--- config.mk ---
export PLATFORM = sky130hd
export DESIGN_NAME = uart_tx
export DESIGN_NICKNAME = d
export VERILOG_FILES = /design/src/rtl/uart_pkg.sv /design/src/rtl/baud_rate_gen.sv /design/src/rtl/uart_tx.sv
export SDC_FILE = /design/constraint.sdc
export NUM_CORES = 1
export LEC_CHECK = 0
export ABC_AREA = 1
export BUFFER_PORTS_ARGS = -buffer_cell sky130_fd_sc_hd__clkbuf_2
export CAP_MARGIN = 20
export CORE_MARGIN = 2
export CORE_UTILIZATION = 36
export DETAILED_ROUTE_END_ITERATION = 16
export GPL_ROUTABILITY_DRIVEN = 1
export GPL_TIMING_DRIVEN = 0
export SYNTH_ARGS = -nofsm -noshare
export SYNTH_HDL_FRONTEND = slang
export SYNTH_SLANG_ARGS = --single-unit
export TNS_END_PERCENT = 20
--- constraint.sdc ---
create_clock -name i_clock -period 3.7 [get_ports i_clock]
set_input_delay 0.74 -clock i_clock [delete_from_list [all_inputs] [get_ports i_clock]]
set_output_delay 0.74 -clock i_clock [all_outputs]
set_load 0.02 [all_outputs]
--- src/rtl/uart_pkg.sv ---
// Shared UART definitions: FSM state encoding and oversampling constants,
// common to the transmitter and the matching receiver.
package uart_pkg;

   typedef enum logic [1:0] {
      IDLE  = 2'd0,
      START = 2'd1,
      DATA  = 2'd2,
      STOP  = 2'd3
   } uart_state_t;

   // Oversampling ticks per bit period.
   localparam int          TICKS_PER_BIT = 16;
   localparam logic [3:0]  TICK_LAST     = 4'(TICKS_PER_BIT - 1);

endpackage

--- src/rtl/baud_rate_gen.sv ---
// Oversampling tick generator: one-cycle o_tick every DIV clocks, where
// DIV = CLK_FREQ / (BAUD_RATE * 16). i_clear holds the phase at zero so a
// new frame always starts with a full tick interval.
module baud_rate_gen
   import uart_pkg::*;
#(
   parameter int CLK_FREQ  = 100000000,
   parameter int BAUD_RATE = 9600
) (
   input  logic i_clock,
   input  logic i_reset,
   input  logic i_clear,
   output logic o_tick
);

   localparam int DIV = CLK_FREQ / (BAUD_RATE * TICKS_PER_BIT);
   localparam int CW  = (DIV > 1) ? $clog2(DIV) : 1;
   localparam logic [CW-1:0] DIV_LAST = CW'(DIV - 1);

   logic [CW-1:0] r_div_cnt;

   // Divider counter: wraps at DIV-1, held at zero while cleared or in reset.
   always_ff @(posedge i_clock) begin
      if (i_reset || i_clear) begin
         r_div_cnt <= '0;
      end else if (r_div_cnt == DIV_LAST) begin
         r_div_cnt <= '0;
      end else begin
         r_div_cnt <= r_div_cnt + CW'(1);
      end
   end

   assign o_tick = !i_clear && (r_div_cnt == DIV_LAST);

endmodule

--- src/rtl/uart_tx.sv ---
// UART transmitter: 8N1-style framing (start bit, NB_DATA data bits LSB
// first, SB_TICK-tick stop period) with a ready/valid request handshake and
// a one-cycle o_done pulse on the last cycle of each frame.
module uart_tx
   import uart_pkg::*;
#(
   parameter int NB_DATA   = 8,
   parameter int CLK_FREQ  = 100000000,
   parameter int BAUD_RATE = 9600,
   parameter int SB_TICK   = 16
) (
   input  logic               i_clock,
   input  logic               i_reset,
   input  logic [NB_DATA-1:0] i_data,
   input  logic               i_valid,
   output logic               o_tx,
   output logic               o_ready,
   output logic               o_done
);

   localparam int BW = (NB_DATA > 1) ? $clog2(NB_DATA) : 1;
   localparam logic [BW-1:0] BIT_LAST  = BW'(NB_DATA - 1);
   localparam logic [3:0]    STOP_LAST = 4'(SB_TICK - 1);

   uart_state_t        r_state, w_state_next;
   logic [3:0]         r_tick_cnt, w_tick_cnt_next;
   logic [BW-1:0]      r_bit_cnt, w_bit_cnt_next;
   logic [NB_DATA-1:0] r_shift, w_shift_next;
   logic               w_tick;
   logic               w_clear;

   // The tick phase restarts at every acceptance because it is held in IDLE.
   assign w_clear = (r_state == IDLE);

   baud_rate_gen #(
      .CLK_FREQ  (CLK_FREQ),
      .BAUD_RATE (BAUD_RATE)
   ) u_baud_rate_gen (
      .i_clock (i_clock),
      .i_reset (i_reset),
      .i_clear (w_clear),
      .o_tick  (w_tick)
   );

   // State, counters and shift register; reset aborts any frame in flight.
   always_ff @(posedge i_clock) begin
      if (i_reset) begin
         r_state    <= IDLE;
         r_tick_cnt <= '0;
         r_bit_cnt  <= '0;
         r_shift    <= '0;
      end else begin
         r_state    <= w_state_next;
         r_tick_cnt <= w_tick_cnt_next;
         r_bit_cnt  <= w_bit_cnt_next;
         r_shift    <= w_shift_next;
      end
   end

   // Next-state, datapath updates and line/handshake outputs.
   always_comb begin
      w_state_next    = r_state;
      w_tick_cnt_next = r_tick_cnt;
      w_bit_cnt_next  = r_bit_cnt;
      w_shift_next    = r_shift;
      o_tx            = 1'b1;
      o_ready         = 1'b0;
      o_done          = 1'b0;

      unique case (r_state)
         IDLE: begin
            o_ready = 1'b1;
            if (i_valid) begin
               w_shift_next    = i_data;
               w_tick_cnt_next = '0;
               w_bit_cnt_next  = '0;
               w_state_next    = START;
            end
         end
         START: begin
            o_tx = 1'b0;
            if (w_tick) begin
               if (r_tick_cnt == TICK_LAST) begin
                  w_tick_cnt_next = '0;
                  w_state_next    = DATA;
               end else begin
                  w_tick_cnt_next = r_tick_cnt + 4'd1;
               end
            end
         end
         DATA: begin
            o_tx = r_shift[0];
            if (w_tick) begin
               if (r_tick_cnt == TICK_LAST) begin
                  w_tick_cnt_next = '0;
                  w_shift_next    = r_shift >> 1;
                  if (r_bit_cnt == BIT_LAST) begin
                     w_bit_cnt_next = '0;
                     w_state_next   = STOP;
                  end else begin
                     w_bit_cnt_next = r_bit_cnt + BW'(1);
                  end
               end else begin
                  w_tick_cnt_next = r_tick_cnt + 4'd1;
               end
            end
         end
         STOP: begin
            o_tx = 1'b1;
            if (w_tick) begin
               if (r_tick_cnt == STOP_LAST) begin
                  w_tick_cnt_next = '0;
                  o_done          = 1'b1;
                  w_state_next    = IDLE;
               end else begin
                  w_tick_cnt_next = r_tick_cnt + 4'd1;
               end
            end
         end
         default: begin
            w_state_next = IDLE;
         end
      endcase
   end

endmodule

==> flow_summary.ini, run 1 <==
[logic_synthesis]
synth_nets = 224
synth_top_area_share = 0.3434
synth.yosys.seq_area_share = 0.3434
yosys_register_bits = 27
leading_cell_types_by_total_area_after_synthesis = dfxtp_1 (34%), nand2_1 (9.8%), ha_1 (7.2%), nor2_1 (6.4%), nand3_1 (5.4%)
synth_xor_xnor_area_share = 0.01669
main_combinational_cell_family_by_area_after_synthesis = simple AND/OR/NAND/NOR gates
syn_avg_cell_area_um2 = 7.716
post_synth_instance_area_um2 = 1574
yosysTopAreaCell = dfxtp_1
synth-compound-area-share = 0.1049
synth_mux_area_frac = 0.03816
post_synth_fa_ha_maj_area_fraction = 0.07154
ys.warnings.count = 0
synth.lib_cells_used.distinct = 28
yosys.area_share.simple = 0.3410
synth_cells = 204

[job]
max-cap-violations = 0

[sta]
layout_min_cycle_time_ns = 2.466
grt_setup_unrepaired = no
final_setup_violating_endpoints = 0
tightest_slew_ns = 0.5624
post-route-worst-setup-slack_ns = 1.234
maxClockFrequency_mhz = 405.6
maxSlewViolCount = 0
clock_skew_ns = 0.009749
hold_ws_ns = 0.4645
finalHoldViolations = 0
timing.max_slew.rel_slack = 0.6247
setup_tns_ns = 0
min_period_over_period = 0.6664

[final_layout]
mostFrequentLayoutCells = nand2_1 (41), nor2_1 (27), dfxtp_1 (27)
antennaDiodeCount = 0
layout_commonest_cell = nand2_1
syn_to_final_growth_pct = 11.21
final_layout_size_suffix_gt1_frac = 0.2353
number_of_nets_in_the_final_layout = 242
share_of_the_core_filled_with_cells_in_the_final_layout = 0.4076

[drt]
drc_errors_left = 0
detail_route.wl_per_cell_um = 10.20
drtPass1Iterations = 4
via_count = 1267
routed_wl_um = 2785
routed_via_density = 4.641
route.antenna.remaining_nets = 0
initialDrtViolationCount = 44

[floorplan]
fp.dieW_um = 70.12
die_height_um = 70.12
die_area_um2 = 4917
floorplan.initialDensity = 0.3666
io_pins = 14
core_region_area_um2 = 4294
placement_rows = 24

[placed_design]
final_weighted_congestion_of_routability_driven_global_placement = 0.7516
preCtsSetupSlack_ns = 1.558
place.detailed.hpwl_um = 2101
port_buffer_count = 13

[clocking]
cts-root-buf = clkbuf_8
cts.htree.levels = 1
post_cts_resized = 0
cts_hold_repair.buffers = 0
worst_setup_hold_path_clk_slew_ns = 0.10
clkLatencyLatePin_ns = 0.28
tritoncts = done
tritoncts_num_sinks = 27
clock_path_buffers = 2
cts_buffers = 3
post_cts_buffers = 0

[setup_path]
reg2reg_slack_ns = 1.79
kind_of_critical_path = register to output port
worst_ep_arrival_time_ns = 1.73
timing.rr.end = r_bit_cnt[2]
cp_data_required_time_ns = 2.96
reg2reg_from = r_state[0]
critPathMaxFanout = 10
worst-r2r-cell-count = 9
endpoint_kind = output port
critPathLaunchType = register

[grt]
grt_antenna_before_repair = 0
number_of_global_route_vias_before_repair = 1188
grt_max_degree = 16
grt.total_usage = 0.1314
grt_first_pass_wirelength_um = 5292
grt_remaining_overflow = 0

[hold_path]
hold_path_depth = 1
hp-class = register to register
worst_hold_endpoint = u_baud_rate_gen.r_div_cnt[0]
min_from = u_baud_rate_gen.r_div_cnt[0]

[pwr]
p_leak_nw = 0.7521
power_per_cell_area_nw_per_um2 = 637.1
finalPower_w = 0.001115
ir_drop_mv = 0.2144

[outcome]
run_status = completed
==> logic make-up after synthesis <==
group / count (synthesis)
XOR/XNOR: 3
AND/OR/NAND/NOR: 110
buffers and inverters: 24
flip-flops: 27
adder cells (fa/ha/maj): 9
AO/OA/AOI/OAI: 25
multiplexers: 6
==> cells in the mapped netlist, drive strengths merged <==
cell type  count
xor2           2
o21bai         1
a21oi         17
xnor2          1
buf            5
inv           19
nand2         44
nand4          2
o22ai          1
dfxtp         27
ha             9
o21ai          5
mux2i          6
nor2          40
nand3         19
nor3b          2
o21a           1
nor3           3
==> how the worst max path moves through the flow <==
| stage | from | endpoint | slack, ns |
|---|---|---|---|
| after floorplan | r_state[0] | o_tx | 1.53 |
| after global placement | r_state[0] | o_tx | 1.55 |
| after detailed placement | r_state[0] | o_tx | 1.56 |
| after CTS | r_state[0] | o_tx | 1.22 |
| after global routing | r_tick_cnt[0] | o_done | 1.10 |
| final | r_state[0] | o_tx | 1.23 |
==> cell type report <==
class	count	area, µm²
fill	450	2544
multi-input combinational	153	900.9
sequential	27	540.5
inverter	19	71.32
timing repair buffer	13	65.06
tap	52	65.06
buffer	5	61.31
clock buffer	3	41.29
clock inverter	1	5.005
==> worst max-delay path, cell delays in order, from the launching register on <==
cell and delay [ns]:
dfxtp_1 0.39, inv_1 0.08, ha_1 0.20, buf_6 0.15, buf_2 0.19, o21ai_0 0.22
clkbuf_2 0.20
==> layer usage <==
layer,share of wire,routed length (µm),vias to the layer above,global-route usage
met4,0.019,53,0,0.05128
met2,0.43,1202,13,0.2011
met5,0,0,-,0
met1,0.53,1470,554,0.1843
met3,0.021,59,5,0.02165
li1,-,-,695,-
==> per-stage QoR <==
step                instances  cell area, µm²
floorplan                 204            1574
global placement          269            1704
detailed placement        269            1704
CTS                       273            1750
global route              273            1750
finish                    273            1750
==> report_power, final <==
part | total (W) | internal (W) | leakage (nW) | switching (W)
Sequential | 0.000385 | 0.000347 | 0.221 | 0.0000383
Clock | 0.000172 | 0.0000756 | 0.0255 | 0.0000961
Combinational | 0.000559 | 0.000232 | 0.506 | 0.000326
Total | 0.00112 | 0.000655 | 0.752 | 0.000461
==> registers in the layout (all words and copies together), names as in the netlist <==
register,cells
r_shift,8
r_tick_cnt,4
r_state,2
u_baud_rate_gen.r_div_cnt,10
r_bit_cnt,3
Power figures use the tool's default switching activity.
==> run 2, diff against run 1 <==
--- a/config.mk
+++ b/config.mk
@@ -5,7 +5,7 @@
 export SDC_FILE = /design/constraint.sdc
 export NUM_CORES = 1
 export LEC_CHECK = 0
-export ABC_AREA = 1
+export ABC_AREA = 0
 export BUFFER_PORTS_ARGS = -buffer_cell sky130_fd_sc_hd__clkbuf_2
 export CAP_MARGIN = 20
 export CORE_MARGIN = 2
==> constraint.sdc (replaced) <==
create_clock -name i_clock -period 2.3 [get_ports i_clock]
set_input_delay 0.46 -clock i_clock [delete_from_list [all_inputs] [get_ports i_clock]]
set_output_delay 0.46 -clock i_clock [all_outputs]
set_load 0.02 [all_outputs]
==> run 2 against run 1 <==
Net effect:
- combinational power decreased by 4.1%
- hold slack got worse by 0.026 ns
- power increased by 24%
- sequential share of layout area grew 1.8 points
- clock power is 54% higher
- synthesized cell count down 15%
- first-iteration DRC count up 27%
- sequential power rose by 52%
- critical endpoint is now o_done
==> flow_summary.ini, run 2 <==
[drt]
via_count = 1284
drc_errors_left = 0
drtPass1Iterations = 4
route.antenna.remaining_nets = 0
routed_via_density = 5.328
routed_wl_um = 3106
detail_route.wl_per_cell_um = 12.89
initialDrtViolationCount = 56

[final_layout]
final_layout_size_suffix_gt1_frac = 0.1623
largest_register = u_baud_rate_gen.r_div_cnt
mostFrequentLayoutCells = dfxtp_1 (25), nand2_1 (23), clkbuf_2 (12)
antennaDiodeCount = 0
share_of_the_core_filled_with_cells_in_the_final_layout = 0.4221
biggestRegsByFlops = u_baud_rate_gen.r_div_cnt x10, r_shift x8, r_tick_cnt x4
number_of_nets_in_the_final_layout = 212
largest_register_ff_count = 10
layout_commonest_cell = dfxtp_1
fill_cells = 417
fin_cells = 241
syn_to_final_growth_pct = 14.26

[sta]
layout_min_cycle_time_ns = 2.200
min_period_over_period = 0.9567
post-route-worst-setup-slack_ns = 0.09960
tightest_slew_ns = 0.4915
maxClockFrequency_mhz = 454.5
setup_tns_ns = 0
timing.max_slew.rel_slack = 0.6723
grt_setup_unrepaired = no
finalHoldViolations = 0
clock_skew_ns = 0.004537
final_setup_violating_endpoints = 0
maxSlewViolCount = 0

[logic_synthesis]
synth_cells = 173
leading_cell_types_by_total_area_after_synthesis = dfxtp_1 (37%), ha_1 (7.7%), nand2_1 (5.9%), a211oi_1 (4.6%), a311oi_1 (4.2%)
synth_nets = 193
synth_top_area_share = 0.3711
syn_avg_cell_area_um2 = 8.418
synth-async-reset-ratio = 0
dominantRegCellSynth = dfxtp_1
synth.cells.most_frequent = dfxtp_1 (27), nand2_1 (23), nor2_1 (11), a21oi_1 (10)
post_synth_instance_area_um2 = 1456
synth.most_common_cell = dfxtp_1
ys.warnings.count = 0
synth.lib_cells_used.distinct = 35
synth_edf_count = 0
synth.yosys.seq_area_share = 0.3711
yosysTopAreaCell = dfxtp_1
yosys_register_bits = 27

[clocking]
tritoncts = done
tritoncts_num_sinks = 27
cts-root-buf = clkbuf_8
cts.htree.levels = 1
cts_hold_repair.buffers = 0
clock_path_buffers = 2
clkLatencyLatePin_ns = 0.27
cts_buffers = 3
worst_setup_hold_path_clk_slew_ns = 0.09

[placed_design]
preCtsSetupSlack_ns = 0.01492
place.detailed.hpwl_um = 2219
post-place-cells = 236
port_buffer_count = 13
final_weighted_congestion_of_routability_driven_global_placement = 0.7975

[grt]
grt_max_degree = 16
number_of_global_route_vias_before_repair = 1157
grt_first_pass_wirelength_um = 5188
grt_antenna_before_repair = 0
grt.total_usage = 0.1488
grt_remaining_overflow = 0

[floorplan]
placement_rows = 23
io_pins = 14
die_height_um = 67.61
core_region_area_um2 = 3943
die_area_um2 = 4570
floorplan.initialDensity = 0.3694
fp.dieW_um = 67.61

[setup_path]
critPathMaxFanout = 7
worst_ep_arrival_time_ns = 1.74
critPathLaunchType = register
cp_data_required_time_ns = 1.84
kind_of_critical_path = register to output port
endpoint_kind = output port

[pwr]
finalPower_w = 0.001385
p_leak_nw = 0.6193
ir_drop_mv = 0.4612
power_per_cell_area_nw_per_um2 = 832.5

[hold_path]
hp-class = primary input to register

[outcome]
run_status = completed

[job]
max-cap-violations = 0
[run 2: cell types whose count changed in the layout (fill, tap and decap cells not counted), moves of 8 or more]
cell      change
and3_1        +8
a21oi_2       -9
nor2_2       -13
nand3_1       -8
nand2_1      -18
a211oi_1      +9
inv_1        -12
nor2_1       -16
[run 2: timing repair]
item                                    in CTS  in global routing
gates resized for setup                      8                  1
setup buffers                                1                  2
gates cloned                                 0                  0
endpoints found under the setup margin       1                  2
endpoints found under the hold margin        0                  0
pin swaps                                    2                  0
[run 2: cell type report]
class	instances	area (µm²)	share of cell area
clock buffer	3	41.29	0.02481
sequential	27	543.0	0.3263
buffer	8	32.53	0.01955
inverter	7	26.28	0.01579
clock inverter	1	5.005	0.003008
timing repair buffer	16	96.34	0.05789
tap	50	62.56	0.03759
multi-input combinational	129	857.1	0.5150
[run 2: worst max-delay path, cell delays in order, from the launching register on]
cell      delay (ns)
dfxtp_2         0.36
inv_2           0.07
ha_4            0.18
and4bb_2        0.32
and4_4          0.27
and2_1          0.14
clkbuf_8        0.14
[run 2: stage by stage]
step	area (µm²)	hold WS, ns
2_1_floorplan	1456	0.4410
3_3_place_gp	1584	0.4665
3_5_place_dp	1584	0.4754
4_1_cts	1647	0.4383
5_1_grt	1664	0.4986
6_report	1664	0.4385
[run 2: worst paths after layout]
path | from | end | slack [ns] | cells past startpoint
worst min register to register | u_baud_rate_gen.r_div_cnt[0] | u_baud_rate_gen.r_div_cnt[0] | 0.49 | 1
worst max register to register | u_baud_rate_gen.r_div_cnt[0] | r_shift[5] | 0.40 | 8
worst min-delay path | i_data[7] | r_shift[7] | 0.44 | 3
worst max-delay path | r_state[0] | o_done | 0.1 | 6
[run 2: where the power goes]
part / switching (W) / total, W / leakage [nW] / internal (W)
logic: 0.000323 / 0.000536 / 0.374 / 0.000213
registers: 0.0000495 / 0.000584 / 0.220 / 0.000535
clock network: 0.000144 / 0.000265 / 0.0255 / 0.000121
[run 2: logic make-up after synthesis]
logic type,share of synthesized area
adder cells (fa/ha/maj),0.07732
AO/OA/AOI/OAI,0.1959
flip-flops,0.3711
XOR/XNOR,0.04210
multiplexers,0.006873
buffers and inverters,0.05069
AND/OR/NAND/NOR,0.2560
[run 2: routing by layer]
layer  track usage  wire [µm]  up-vias
met2        0.2574       1440       20
li1              -          -      671
met5             0          0        -
met4       0.03061          9        0
met1        0.1842       1529      591
met3       0.04000        126        2
==> run 3, diff against run 2 <==
--- a/config.mk
+++ b/config.mk
@@ -13,6 +13,7 @@
 export DETAILED_ROUTE_END_ITERATION = 16
 export GPL_ROUTABILITY_DRIVEN = 1
 export GPL_TIMING_DRIVEN = 0
+export RECOVER_POWER = 100
 export SYNTH_ARGS = -nofsm -noshare
 export SYNTH_HDL_FRONTEND = slang
 export SYNTH_SLANG_ARGS = --single-unit
==> run 3 against run 2 <==
Net effect:
- clock skew is 0.00058 ns higher
- first-iteration DRC count is 27% lower
- via count down 0.31%
- cell count is the same
- cell area shrank 0.38%
- wire length decreased by 0.13%
- global-route usage unchanged
- power shrank 0.15%
- fmax is 0.29% higher
- utilization decreased by 0.16 points
- sequential cell count is the same
- sequential share of layout area up 0.12 points
==> flow_summary.ini, run 3 (synthesis gave the netlist of run 2 again) <==
[setup_path]
critPathTopFamily = simple AND/OR/NAND/NOR gates
critPathMaxFanout = 7
chain_of_cells_forming_the_critical_path = inv_2, ha_4, and4bb_2, and4_4, and2_1, clkbuf_8
cpPeakStageDelay_ns = 0.36
worstPathBufferInverterCount = 2
cp.depth = 6
endpoint_kind = output port
cp-startpoint = r_state[0]
worst_ep_arrival_time_ns = 1.73
reg2reg_from = u_baud_rate_gen.r_div_cnt[0]
kind_of_critical_path = register to output port
critPathLaunchType = register
cp_data_required_time_ns = 1.84
crit_slowest_cell = dfxtp_2
worst-r2r-cell-count = 8

[pwr]
ir_drop_mv = 0.4619
power_per_cell_area_nw_per_um2 = 834.4
p_leak_nw = 0.6124
finalPower_w = 0.001383

[grt]
grt.total_usage = 0.1488
grt_util_met3 = 0.04000
grt_max_degree = 16
grt_most_used_layer = met2
grt_first_pass_wirelength_um = 5188
grt_antenna_before_repair = 0
grt_remaining_overflow = 0
use_met2 = 0.2574
number_of_global_route_vias_before_repair = 1157
grt.met1_usage = 0.1842

[drt]
initialDrtViolationCount = 41
routed_wl_um = 3102
drtPass1Iterations = 4
via_count = 1280
detail_route.wl_per_cell_um = 12.87
route.antenna.remaining_nets = 0
drc_errors_left = 0
routed_via_density = 5.311

[clocking]
clock_path_buffers = 2
clkLatencyLatePin_ns = 0.27
cts_buffers = 3
tritoncts = done
cts-root-buf = clkbuf_8
cts.htree.levels = 1
tritoncts_num_sinks = 27
cts_hold_repair.buffers = 0
worst_setup_hold_path_clk_slew_ns = 0.09

[final_layout]
largest_register_ff_count = 10
layout_commonest_cell = dfxtp_1
mostFrequentLayoutCells = dfxtp_1 (25), nand2_1 (23), clkbuf_2 (12)
fill_cells = 418
antennaDiodeCount = 0
number_of_nets_in_the_final_layout = 212
share_of_the_core_filled_with_cells_in_the_final_layout = 0.4205
largest_register = u_baud_rate_gen.r_div_cnt
biggestRegsByFlops = u_baud_rate_gen.r_div_cnt x10, r_shift x8, r_tick_cnt x4
syn_to_final_growth_pct = 13.83
final_layout_size_suffix_gt1_frac = 0.1466

[floorplan]
die_area_um2 = 4570
placement_rows = 23
fp.dieW_um = 67.61
io_pins = 14
die_height_um = 67.61
core_region_area_um2 = 3943
floorplan.initialDensity = 0.3694

[sta]
maxClockFrequency_mhz = 455.8
tightest_slew_ns = 0.4905
timing.max_slew.rel_slack = 0.6730
finalHoldViolations = 0
layout_min_cycle_time_ns = 2.194
clock_skew_ns = 0.005119
grt_setup_unrepaired = no
final_setup_violating_endpoints = 0
min_period_over_period = 0.9539
maxSlewViolCount = 0
post-route-worst-setup-slack_ns = 0.1060
setup_tns_ns = 0

[placed_design]
place.detailed.hpwl_um = 2219
port_buffer_count = 13
final_weighted_congestion_of_routability_driven_global_placement = 0.7975
preCtsSetupSlack_ns = 0.01492

[hold_path]
hold_path_depth = 3
min_from = i_data[7]
hp-class = primary input to register

[job]
max-cap-violations = 0

[outcome]
run_status = completed
-- run 3: area by class of cell --
cell class	count	area (µm²)	share of cell area
Buffer	8	31.28	0.01887
Clock buffer	3	41.29	0.02491
Clock inverter	1	5.005	0.003019
Inverter	7	26.28	0.01585
Multi-Input combinational cell	129	857.1	0.5170
Sequential cell	27	543.0	0.3275
Tap cell	50	62.56	0.03774
Timing Repair Buffer	16	91.34	0.05509
-- run 3: metrics by stage --
stage	hold slack, ns	cells	cell area (µm²)
floorplan	0.4410	173	1456
finish	0.4411	241	1658
global placement	0.4665	236	1584
detailed placement	0.4754	236	1584
global route	0.5004	241	1658
CTS	0.4383	239	1647
-- run 3: tightest hold or removal path: cells and delay by family --
| kind | cells | cell delay [ns] |
|---|---|---|
| compound gates | 1 | 0.06 |
| buf+inv | 1 | 0.08 |
| simple gates | 1 | 0.07 |
-- run 3: where the power goes --
part | switching [W] | total (W) | internal, W
registers | 0.0000498 | 0.000585 | 0.000535
logic | 0.000324 | 0.000534 | 0.000210
clock network | 0.000144 | 0.000265 | 0.000121
total | 0.000518 | 0.00138 | 0.000866
-- run 3: routing by layer --
layer | routed length [µm] | vias up
li1 | - | 670
met1 | 1506 | 582
met2 | 1401 | 26
met3 | 169 | 2
met4 | 25 | 0
met5 | 0 | -
-- run 3: final timing paths --
kind | slack (ns) | end
setup reg to reg | 0.22 | r_shift[3]
hold / removal | 0.44 | r_shift[7]
setup / recovery | 0.11 | o_done
hold reg to reg | 0.49 | u_baud_rate_gen.r_div_cnt[0]
-- run 3: repair_timing --
item                       4_1_cts  5_1_grt
buffers inserted                 1        2
pin swaps                        2        0
gates resized for setup          8        1
setup endpoints to repair        1        2
